### src/rtl/car_link_pkg.sv
// Shared frame layout and FSM state types for the car status link responder.
package car_link_pkg;
  localparam logic [1:0] LINK_HDR = 2'b10;

  localparam int MOV_LSB     = 0;
  localparam int PLACE_BIT   = 4;
  localparam int DESTROY_BIT = 5;

  localparam int DET_FRONT = 0;
  localparam int DET_LEFT  = 1;
  localparam int DET_RIGHT = 2;
  localparam int DET_BACK  = 3;

  typedef enum logic [1:0] {RX_IDLE, RX_START, RX_DATA, RX_STOP} rx_state_e;
  typedef enum logic [1:0] {TX_IDLE, TX_START, TX_DATA, TX_STOP} tx_state_e;
endpackage

### src/rtl/uart_byte_tx.sv
// 8N1 byte transmitter; o_ready also opens on the last stop cycle so a queued
// byte follows with no idle gap.
module uart_byte_tx
  import car_link_pkg::*;
#(
  parameter int CLKS_PER_BIT = 10417
) (
  input  logic       i_clk,
  input  logic       i_rst,
  input  logic       i_load,
  input  logic [7:0] i_data,
  output logic       o_ready,
  output logic       o_busy,
  output logic       o_tx
);
  localparam int CW = $clog2(CLKS_PER_BIT);

  tx_state_e      r_state;
  logic [CW-1:0]  r_cnt;
  logic [2:0]     r_bit;
  logic [7:0]     r_shift;
  logic           r_tx;
  logic           w_bit_end;

  assign w_bit_end = (r_cnt == CW'(CLKS_PER_BIT - 1));
  assign o_ready   = (r_state == TX_IDLE) || ((r_state == TX_STOP) && w_bit_end);
  assign o_busy    = (r_state != TX_IDLE);
  assign o_tx      = r_tx;

  always_ff @(posedge i_clk or posedge i_rst) begin
    if (i_rst) begin
      r_state <= TX_IDLE;
      r_cnt   <= '0;
      r_bit   <= '0;
      r_shift <= '0;
      r_tx    <= 1'b1;
    end else begin
      r_cnt <= w_bit_end ? '0 : r_cnt + 1'b1;
      case (r_state)
        TX_IDLE: begin
          r_cnt <= '0;
          if (i_load) begin
            r_state <= TX_START;
            r_shift <= i_data;
            r_tx    <= 1'b0;
          end
        end
        TX_START: if (w_bit_end) begin
          r_state <= TX_DATA;
          r_tx    <= r_shift[0];
          r_shift <= {1'b0, r_shift[7:1]};
          r_bit   <= '0;
        end
        TX_DATA: if (w_bit_end) begin
          if (r_bit == 3'd7) begin
            r_state <= TX_STOP;
            r_tx    <= 1'b1;
          end else begin
            r_tx    <= r_shift[0];
            r_shift <= {1'b0, r_shift[7:1]};
            r_bit   <= r_bit + 1'b1;
          end
        end
        TX_STOP: if (w_bit_end) begin
          if (i_load) begin
            r_state <= TX_START;
            r_shift <= i_data;
            r_tx    <= 1'b0;
          end else begin
            r_state <= TX_IDLE;
            r_tx    <= 1'b1;
          end
        end
        default: r_state <= TX_IDLE;
      endcase
    end
  end
endmodule

### src/rtl/car_link_responder.sv
// Far-end partner of the device status link: decodes status frames into
// command pulses, answers each with a detector byte, and watches link activity.
module car_link_responder
  import car_link_pkg::*;
#(
  parameter int CLKS_PER_BIT = 10417,
  parameter int TIMEOUT_CLKS = 50_000_000
) (
  input  logic       sys_clk,
  input  logic       rst,
  input  logic       rx,
  output logic       tx,
  input  logic [3:0] detector_in,
  output logic [3:0] moving_cmd,
  output logic       place_beacon,
  output logic       destroy_beacon,
  output logic       cmd_valid,
  output logic       frame_err,
  output logic       link_alive
);
  localparam int RCW = $clog2(CLKS_PER_BIT);
  localparam int WCW = $clog2(TIMEOUT_CLKS + 1);

  rx_state_e       r_rx_state;
  logic            r_rx_s1, r_rx_s2, r_rx_prev;
  logic [RCW-1:0]  r_rx_cnt;
  logic [2:0]      r_rx_bit;
  logic [7:0]      r_rx_shift;
  logic [3:0]      r_moving;
  logic            r_place, r_destroy, r_cmd_valid, r_frame_err;
  logic            r_alive, r_pending;
  logic [WCW-1:0]  r_wd_cnt;

  logic            w_fall, w_rx_half, w_rx_bit_end;
  logic            w_load, w_tx_ready, w_tx_busy;
  logic [7:0]      w_reply;

  // Sync flops and edge history reset low, so a frame already on the line at
  // release is ignored until rx has been seen high and falls again.
  assign w_fall       = r_rx_prev & ~r_rx_s2;
  assign w_rx_half    = (r_rx_cnt == RCW'(CLKS_PER_BIT / 2 - 1));
  assign w_rx_bit_end = (r_rx_cnt == RCW'(CLKS_PER_BIT - 1));

  always_ff @(posedge sys_clk or posedge rst) begin
    if (rst) begin
      r_rx_s1     <= 1'b0;
      r_rx_s2     <= 1'b0;
      r_rx_prev   <= 1'b0;
      r_rx_state  <= RX_IDLE;
      r_rx_cnt    <= '0;
      r_rx_bit    <= '0;
      r_rx_shift  <= '0;
      r_moving    <= '0;
      r_place     <= 1'b0;
      r_destroy   <= 1'b0;
      r_cmd_valid <= 1'b0;
      r_frame_err <= 1'b0;
    end else begin
      r_rx_s1     <= rx;
      r_rx_s2     <= r_rx_s1;
      r_rx_prev   <= r_rx_s2;
      r_place     <= 1'b0;
      r_destroy   <= 1'b0;
      r_cmd_valid <= 1'b0;
      r_frame_err <= 1'b0;
      case (r_rx_state)
        RX_IDLE: if (w_fall) begin
          r_rx_state <= RX_START;
          r_rx_cnt   <= '0;
          r_rx_bit   <= '0;
        end
        RX_START: if (w_rx_half) begin
          r_rx_cnt   <= '0;
          r_rx_state <= r_rx_s2 ? RX_IDLE : RX_DATA;
        end else r_rx_cnt <= r_rx_cnt + 1'b1;
        RX_DATA: if (w_rx_bit_end) begin
          r_rx_cnt   <= '0;
          r_rx_shift <= {r_rx_s2, r_rx_shift[7:1]};
          r_rx_bit   <= r_rx_bit + 1'b1;
          if (r_rx_bit == 3'd7) r_rx_state <= RX_STOP;
        end else r_rx_cnt <= r_rx_cnt + 1'b1;
        RX_STOP: if (w_rx_bit_end) begin
          r_rx_cnt   <= '0;
          r_rx_state <= RX_IDLE;
          if (r_rx_s2 && (r_rx_shift[7:6] == LINK_HDR)) begin
            r_cmd_valid <= 1'b1;
            r_moving    <= r_rx_shift[MOV_LSB +: 4];
            r_place     <= r_rx_shift[PLACE_BIT];
            r_destroy   <= r_rx_shift[DESTROY_BIT];
          end else r_frame_err <= 1'b1;
        end else r_rx_cnt <= r_rx_cnt + 1'b1;
        default: r_rx_state <= RX_IDLE;
      endcase
    end
  end

  always_ff @(posedge sys_clk or posedge rst) begin
    if (rst) begin
      r_wd_cnt <= '0;
      r_alive  <= 1'b0;
    end else if (r_cmd_valid) begin
      r_wd_cnt <= '0;
      r_alive  <= 1'b1;
    end else if (r_wd_cnt != WCW'(TIMEOUT_CLKS)) begin
      r_wd_cnt <= r_wd_cnt + 1'b1;
      if (r_wd_cnt == WCW'(TIMEOUT_CLKS - 1)) r_alive <= 1'b0;
    end
  end

  // At most one reply is queued; extra commands while one waits are merged.
  assign w_load = r_cmd_valid | r_pending;

  always_ff @(posedge sys_clk or posedge rst) begin
    if (rst)                       r_pending <= 1'b0;
    else if (w_load && w_tx_ready) r_pending <= 1'b0;
    else if (r_cmd_valid && w_tx_busy) r_pending <= 1'b1;
  end

  always_comb begin
    w_reply            = '0;
    w_reply[DET_FRONT] = detector_in[DET_FRONT];
    w_reply[DET_LEFT]  = detector_in[DET_LEFT];
    w_reply[DET_RIGHT] = detector_in[DET_RIGHT];
    w_reply[DET_BACK]  = detector_in[DET_BACK];
  end

  uart_byte_tx #(.CLKS_PER_BIT(CLKS_PER_BIT)) u_tx (
    .i_clk   (sys_clk),
    .i_rst   (rst),
    .i_load  (w_load),
    .i_data  (w_reply),
    .o_ready (w_tx_ready),
    .o_busy  (w_tx_busy),
    .o_tx    (tx)
  );

  assign moving_cmd     = r_moving;
  assign place_beacon   = r_place;
  assign destroy_beacon = r_destroy;
  assign cmd_valid      = r_cmd_valid;
  assign frame_err      = r_frame_err;
  assign link_alive     = r_alive;
endmodule

### config.mk
export PLATFORM = sky130hd
export DESIGN_NAME = car_link_responder
export DESIGN_NICKNAME = d
export VERILOG_FILES = /design/src/rtl/car_link_pkg.sv /design/src/rtl/uart_byte_tx.sv /design/src/rtl/car_link_responder.sv
export SDC_FILE = /design/constraint.sdc
export NUM_CORES = 1
export LEC_CHECK = 0
export CAP_MARGIN = 10
export CORE_AREA = 3 3 121 123
export DETAILED_ROUTE_END_ITERATION = 10
export DIE_AREA = 0 0 124 126
export PLACE_DENSITY = 0.6
export SYNTH_ARGS = -nofsm -noshare
export SYNTH_HDL_FRONTEND = slang
export SYNTH_SLANG_ARGS = --single-unit
### constraint.sdc
create_clock -name sys_clk -period 2.5 [get_ports sys_clk]
set_input_delay 0.25 -clock sys_clk [delete_from_list [all_inputs] [get_ports sys_clk]]
set_output_delay 0.25 -clock sys_clk [all_outputs]
set_load 0.01 [all_outputs]
## Word level (Yosys, flattened, before mapping)

Index checks and enable logic that the tools add are counted.

| word-level totals | value |
|---|---|
| RAM bits | 0 |
| register bits | 94 |
| input port bits | 7 |
| output and inout bits | 10 |
| bits in latches | 0 |
| logic and storage cells | 135 |
| memory bits (read-only) | 0 |
| memories kept | 0 |

| operators by class | value |
|---|---|
| add/sub/neg operators | 5 |
| multipliers | 0 |
| div/mod/pow operators | 0 |
| bitwise gates (word level) | 3 |
| reductions and logical operators | 23 |
| $lt $le $gt $ge | 0 |
| muxes and demuxes | 59 |
| shift operators | 0 |
| eq/ne operators | 25 |

Operators with widths:

| kind | count |
|---|---|
| 14-bit 2-to-1 mux | 5 |
| 26-bit 2-to-1 mux | 2 |
| 14-bit one-hot mux with 3 select lines | 1 |
| 8-bit 2-to-1 mux | 5 |
| 8-bit one-hot mux with 4 select lines | 1 |
| 14-bit by 1-bit adder with 14-bit output (second input constant) | 2 |
| 14-bit equality test (second input constant) | 2 |
| 26-bit by 1-bit adder with 26-bit output (second input constant) | 1 |
| 26-bit equality test (second input constant) | 1 |
| 26-bit != test (second input constant) | 1 |
| 1-bit 2-to-1 mux | 24 |
| 2-bit 2-to-1 mux | 11 |
| 2-bit one-hot mux with 4 select lines | 2 |
| 3-bit 2-to-1 mux | 5 |
| 14-bit by 13-bit equality test with 1-bit output (second input constant) | 1 |
| 2-bit != test (second input constant) | 7 |
| 3-bit one-hot mux with 2 select lines | 2 |
| 4-bit AND reduction | 3 |
| 2-bit nonzero test | 6 |
| 2-bit equality test (second input constant) | 5 |
| 5-bit AND reduction | 2 |
| 2-bit by 1-bit != test with 1-bit output (second input constant) | 4 |
| 3-bit by 1-bit adder with 3-bit output (second input constant) | 2 |
| 3-bit equality test (second input constant) | 2 |
| 11 further kinds | 18 |

## Longest topological paths before layout

Gate-level depths: netlist (run 1).

| logic depth | value |
|---|---|
| word-level depth | 5 |
| gate-level depth with buffers | 8 |

## By module

Synthesis (run 1) repeated with hierarchy kept, for this count alone.

| unflattened totals | value |
|---|---|
| cell total of the unflattened synthesis | 457 |
| area total of the unflattened synthesis | 4,823.4 um^2 |

Modules (own cells, without submodules):

| module | area each (um^2) | times used | seq. area each (um^2) | cells an instance |
|---|---|---|---|---|
| car_link_responder | 3,248.1 | 1 | 1,651.6 | 309 |
| uart_byte_tx | 1,575.3 | 1 | 701.9 | 148 |

## Worst setup path before layout (run 1)

Ideal clock, no wire load.

| timing path | value |
|---|---|
| path kind | register to register |
| from | register u_tx.r_cnt[3] |
| to | register u_tx.r_state[0] |
| clock period less this slack | 2.245 ns |
| slack | 0.255 ns |
| arrival | 2.157 ns |
| setup time | 0.088 ns |
| buffers on the path | 0 |
| data required time | 2.412 ns |
| cell stages (with the launch flop) | 6 |
| cell sequence | dfrtp_1 -> or4b_1 -> or4_4 -> a222oi_1 -> a21oi_1 -> a41oi_1 |

| between the ends | value |
|---|---|
| longest elaborated chain between the ends | 3 |
| elaborated cells on any way between the ends | 5 |
| those cells by class | eq/ne (4); reduce/logical (1) |

Ends and longest elaborated chain:

| item | line | RTL |
|---|---|---|
| from (decl) | uart_byte_tx.sv:19 | `logic [CW-1:0] r_cnt;` |
| from (signal assigned) | uart_byte_tx.sv:38 | `r_cnt <= w_bit_end ? '0 : r_cnt + 1'b1;` |
| 14-bit equality test * | uart_byte_tx.sv:25 | `assign w_bit_end = (r_cnt == CW'(CLKS_PER_BIT - 1));` |
| 2-bit by 1-bit != test with 1-bit output (no line) | -- |  |
| 5-bit AND reduction (no line) * | -- |  |
| to (signal assigned) | uart_byte_tx.sv:32 | `r_state <= TX_IDLE;` |
| to (signal assigned) | uart_byte_tx.sv:43 | `r_state <= TX_START;` |
| to (signal assigned) | uart_byte_tx.sv:49 | `r_state <= TX_DATA;` |
| to (decl) | uart_byte_tx.sv:18 | `tx_state_e r_state;` |

Mark *: on every way between the ends. The rest lies on a longest branch, timed or not.
A chain may end at the register's enable or synchronous reset.

## Worst setup path in the final report (run 1)

| timing path | value |
|---|---|
| from | register u_tx.r_cnt[2] |
| to | register u_tx.r_state[0] |

The elaborated chain is that of the path after synthesis.

==> flow_summary.toml, run 1 <==
[synth]
syn_area_per_cell_um2 = 9.99
synth-async-reset-ratio_pct = 100
ys_ff_latch = 90
yosys_warnings = 0
syn-num-nets = 469
synthesis.area_um2 = 4460
synth_top_area_cell = "dfrtp_1"
synthTopCellsByArea = "dfrtp_1, xor2_1, mux2_2, ha_1, nor2_1"
yosysSeqAreaShare_pct = 50.5
syn_inst = 447
yosysTopAreaCellShare_pct = 49.9
ys.flop_type = "dfrtp_1"
synth_edf_count = 0
ys_types = 44

[grt]
grt_pass1_wl_um = 15200
antenna_found_initial = 0
grt_overflow = 0
grt.total_usage_pct = 11.8
grt_pass1_vias = 3307
grt_max_degree = 91

[critical_path]
cp-start-kind = "flip-flop"
reg2reg_to = "u_tx.r_state[0]"
critical_path.startpoint = "u_tx.r_cnt[2]"
rr_startpoint = "u_tx.r_cnt[2]"
required_ns = 2.75
crit_fanout = 6
r2r_cells = 6
crit_path_end = "u_tx.r_state[0]"
arrival_ns = 2.62
critPathCaptureType = "flip-flop"
worstSetupPathType = "reg2reg"
reg2reg_slack_ns = 0.13

[sta]
fin_crit_sh_pct = 94.9
fmax_mhz = 421
period_minus_slack_ns = 2.37
clock_skew_ns = 0.00645
finalSetupTns_ns = 0
hold_viol = 0
slew_headroom_pct = 56.8
worstMarginPinSlew_ns = 0.642
fin_ws_ns = 0.127
drv_slew = 0
rsz0062_at_grt = "no"
setup_viol = 0

[clock_network]
clockRootBuffer = "clkbuf_16"
clock_latency_ns = 0.34
ctsHoldBuffers = 0
cts_max_path_buffers = 2
cts_sinks = 90
htreeDepth = 3
cts_tree = "yes"
clkTransAtPathRegs_ns = 0.06
cts_buffers = 9

[routing]
firstDrtPassIters = 4
drc = 0
viasPerCell = 5.00
routedWlPerCell_um = 13.2
drt_iter0_markers = 146
drt-total-wl_um = 8690
vias = 3292
postRouteAntennaNets = 0

[floorplanning]
std_cell_rows = 43
dieWidth_um = 124
die-area_um2 = 15600
start_util_pct = 32.4
die_h_um = 126
pin_count = 17
core_um2 = 13800

[place]
dp_cells = 643
placed_cell_area_um2 = 4910
io_buffers = 16
post-dp-hpwl_um = 5770
place_congestion = 0.806
pre_cts_ws_ns = 0.0787

[cells_and_area]
area_delta_synth_final_pct = 17.1
drive_gt1_share_pct = 11.5
n_fill_cell = 1365
diodes = 0
fin_cells = 659
design_area_um2 = 5230
nNetsFinal = 497
final_util_pct = 38.0

[run_status]
outcome = "complete, no violations"

[job]
maxCapViolCount = 0

[power]
ir_drop_mv = 0.358
power.density_nw_per_um2 = 639
power_leakage_nw = 2.31

[hold_path]
hp-start = "r_rx_s1"
hold_class = "reg2reg"
-- worst min-delay path by stage --
stage,to,slack (ns),cells after the start
after floorplan,r_rx_s1,0.28,0
after global placement,r_rx_s2,0.33,0
after detailed placement,r_rx_s2,0.34,0
after CTS,r_rx_s1,0.35,1
after global routing,r_rx_s1,0.36,1
final,r_rx_s2,0.35,0
-- cells in the final DEF (no fill, tap or decap), drive strengths merged, types with 2 or more instances in the layout --
cell and instances:
dfrtp 89, nor2 49, nand2 46, nand3 25, xor2 25, mux2 19, inv 18, nand4 16
clkdlybuf4s50 16, ha 15, a21oi 14, o21ai 14, buf 14, clkbuf 13, a31oi 12, nor3 12
and3 10, xnor2 9, nor4 8, and2 6, nor3b 4, a22o 4, a41oi 4, nor4bb 3
nand2b 3, and4 3, or3 3, a21o 3, o2bb2ai 3, or4 3, nor2b 2
-- cell usage after synthesis (6+ instances only) --
cell type,count
nand3_1,25
clkbuf_1,13
a21oi_1,14
inv_1,19
nand4_1,16
xnor2_1,9
and3_1,8
and2_1,6
nor4_1,7
mux2_2,19
xor2_1,25
dfrtp_1,89
a31oi_1,12
nor2_1,49
o21ai_0,14
nor3_1,11
ha_1,15
nand2_1,46
-- layout make-up --
class / count / area [um^2] / share of cell area, %
Multi-Input combinational cell: 325 / 2090 / 40.0
Sequential cell: 90 / 2250 / 43.1
Inverter: 19 / 75.1 / 1.44
Clock buffer: 13 / 270 / 5.17
Timing Repair Buffer: 30 / 278 / 5.31
Clock inverter: 2 / 35.0 / 0.670
Tap cell: 180 / 225 / 4.31
-- flip-flops by register name (all words and copies together), names as in the netlist, named ones only --
signal / count
u_tx.r_cnt: 14
r_rx_state: 1
r_rx_s2: 1
r_rx_prev: 1
frame_err: 1
cmd_valid: 1
r_rx_s1: 1
moving_cmd: 4
r_rx_cnt: 14
r_pending: 1
r_rx_bit: 3
u_tx.r_bit: 3
r_rx_shift: 8
u_tx.r_state: 2
u_tx.o_tx: 1
r_wd_cnt: 26
destroy_beacon: 1
place_beacon: 1
link_alive: 1
u_tx.r_shift: 4
-- repair_timing --
action / in CTS / in global routing
setup endpoints to repair: 0 / 2
buffers inserted: 0 / 1
resized for setup: 0 / 0
-- cells by family (layout without fill, tap and decap cells) --
logic type,after synthesis,in the layout,synth area share (%)
AOI/OAI and AO/OA,59,59,8.49
xor gates and xnor gates,34,34,6.67
adders and majority gates,15,15,4.20
buffers and inverters,32,64,2.69
DFF,90,90,50.5
muxes,19,19,4.79
and+or+nand+nor,198,198,22.7
-- through the flow --
stage | power, W | hold WS, ns
floorplan | 0.00189 | 0.281
global placement | 0.00197 | 0.333
detailed placement | 0.00199 | 0.337
CTS | 0.00339 | 0.348
global route | 0.00351 | 0.355
finish | 0.00334 | 0.349
-- per-layer routing --
metal / up-vias / share of wire [%] / global-route usage, %
li1: 1639 / - / -
met3: 9 / 3.7 / 3.32
met2: 52 / 48 / 19.6
met4: 0 / 1.3 / 3.48
met1: 1592 / 47 / 14.9
met5: - / 0 / 0
-- worst max-delay path: stages, from the launching register on --
cell,delay [ns]
dfrtp_1,0.44
or4b_1,0.54
or4_4,0.56
a222oi_1,0.32
buf_4,0.18
a21oi_1,0.06
a41oi_1,0.18
-- where the power goes --
| part | internal (W) | switching (W) | total, W |
|---|---|---|---|
| Combinational | 0.000120 | 0.000217 | 0.000337 |
| Sequential | 0.00151 | 0.000105 | 0.00162 |
| Clock | 0.000850 | 0.000534 | 0.00138 |
| Total | 0.00248 | 0.000856 | 0.00334 |
No activity file was read; power rests on OpenSTA's default activity.
==> inputs of run 2 (changes only) <==
DONT_BUFFER_PORTS = 1   (was unset)
PLACE_DENSITY = 0.59   (was 0.6)
==> run 2 against run 1 <==
- maximum frequency up 0.66%
- power up 5.5%
- first-iteration DRC count up 30%
- clock power up 13%
- design area down 1.6%
==> flow_summary.toml, run 2 (synthesis results as in run 1) <==
[run_status]
outcome = "complete, no violations"

[clock_network]
cts_max_path_buffers = 2
cts_tree = "yes"
clock_latency_ns = 0.34
htreeDepth = 3
post_cts_resized = 0
clkTransAtPathRegs_ns = 0.07
clockRootBuffer = "clkbuf_16"
cts_sinks = 90
cts_buffers = 9

[floorplanning]
pin_count = 17
die-area_um2 = 15600
die_h_um = 126
std_cell_rows = 43
start_util_pct = 32.4
dieWidth_um = 124
core_um2 = 13800

[job]
maxCapViolCount = 0

[power]
power.density_nw_per_um2 = 684
power_leakage_nw = 2.30
ir_drop_mv = 0.392

[critical_path]
arrival_ns = 2.59
crit_fanout = 5
critPathCaptureType = "flip-flop"
required_ns = 2.73
worstSetupPathType = "reg2reg"
cp-start-kind = "flip-flop"
r2r_cells = 5
rr_startpoint = "u_tx.r_cnt[3]"
reg2reg_to = "u_tx.r_shift[1]"
reg2reg_slack_ns = 0.14

[sta]
hold_viol = 0
fin_crit_sh_pct = 94.3
clock_skew_ns = 0.00628
worstMarginPinSlew_ns = 0.801
fmax_mhz = 424
slew_headroom_pct = 46.5
hold_slack_ns = 0.184
drv_slew = 0
rsz0062_at_grt = "no"
period_minus_slack_ns = 2.36
setup_viol = 0
finalSetupTns_ns = 0

[cells_and_area]
top_regs = "r_wd_cnt x26, r_rx_cnt x14, u_tx.r_cnt x14"
diodes = 0
nNetsFinal = 486
seq_area_um2 = 2250
drive_gt1_share_pct = 12.6
n_fill_cell = 1384
area_delta_synth_final_pct = 15.3
layout_commonest_cell = "dfrtp_1"
multiInputGateArea_um2 = 2090
mostFrequentLayoutCells = "dfrtp_1, nor2_1, nand2_1, nand3_1, xor2_1"
largest_reg_flops = 26
regMostFlops = "r_wd_cnt"

[routing]
vias = 3287
drc = 0
drt-total-wl_um = 8850
viasPerCell = 5.06
routedWlPerCell_um = 13.6
firstDrtPassIters = 5
postRouteAntennaNets = 0
drt_iter0_markers = 190

[grt]
grt_pass1_wl_um = 15600
grt_overflow = 0
grt.total_usage_pct = 12.3
grt_pass1_vias = 3296
grt_max_degree = 40
antenna_found_initial = 0

[place]
post-dp-hpwl_um = 6150
place_congestion = 0.822
io_buffers = 0

[hold_path]
hp-start = "detector_in[0]"
hold_class = "in2reg"
holdPathStages = 2
whs_endpoint = "u_tx.r_shift[0]"
==> run 2: changes by cell type in the layout (fill, tap and decap cells not counted) <==
| cell | change |
|---|---|
| clkdlybuf4s50_1 | -16 |
| buf_4 | +3 |
| clkbuf_8 | -3 |
| bufinv_16 | +2 |
| dlygate4sd3_1 | +2 |
| clkinv_4 | +1 |
| inv_6 | +1 |
==> run 2: cell type report <==
type	instances	share of cell area, %
clock buffer	10	4.45
clock inverter	6	2.19
inverter	19	1.46
multi-input combinational	325	40.6
sequential	90	43.8
tap	180	4.38
timing repair buffer	19	3.11
==> run 2: per-stage QoR <==
step	setup WS (ns)	utilization (%)	instances	area (um^2)	power (W)
final	0.143	37.4	649	5150	0.00352
after CTS	0.0644	37.3	648	5140	0.00358
after floorplan	0.255	-	447	4470	0.00189
after global placement	0.141	34.7	630	4780	0.00197
after detailed placement	0.0791	34.7	630	4780	0.00199
after global routing	0.0136	37.4	649	5150	0.00370
==> run 2: how the worst max path moves through the flow <==
stage,from,to,slack (ns),depth (start not counted)
floorplan,u_tx.r_cnt[3],u_tx.r_state[0],0.25,5
global placement,u_tx.r_cnt[3],u_tx.r_state[0],0.14,5
detailed placement,u_tx.r_cnt[3],u_tx.r_state[0],0.08,5
CTS,u_tx.r_cnt[2],u_tx.r_state[0],0.06,5
global route,u_tx.r_cnt[2],u_tx.r_shift[1],0.01,5
finish,u_tx.r_cnt[3],u_tx.r_shift[1],0.14,5
==> run 2: worst max-delay path, stage by stage, from the launching register on <==
cell and delay, ns:
dfrtp_1 0.43, or4b_1 0.57, or4_4 0.57, nand2_1 0.12, o311ai_1 0.22, mux2_2 0.34
==> run 2: timing repair <==
action | CTS | global route
endpoints found under the setup margin | 0 | 1
endpoints found under the hold margin | 35 | 0
setup buffers | 0 | 1
hold buffers | 2 | 0
==> run 2: power breakdown <==
part | total, W | switching [W] | internal (W)
registers | 0.00161 | 0.0000983 | 0.00151
clock network | 0.00156 | 0.000579 | 0.000981
logic | 0.000352 | 0.000225 | 0.000127
==> run 2: routing by layer <==
metal | global-route usage [%] | part of all wire, % | vias to the layer above
met1 | 16.1 | 47 | 1609
met5 | 0 | 0 | -
met3 | 3.86 | 4.6 | 11
met4 | 4.06 | 1.5 | 0
met2 | 19.4 | 47 | 53
li1 | - | - | 1614
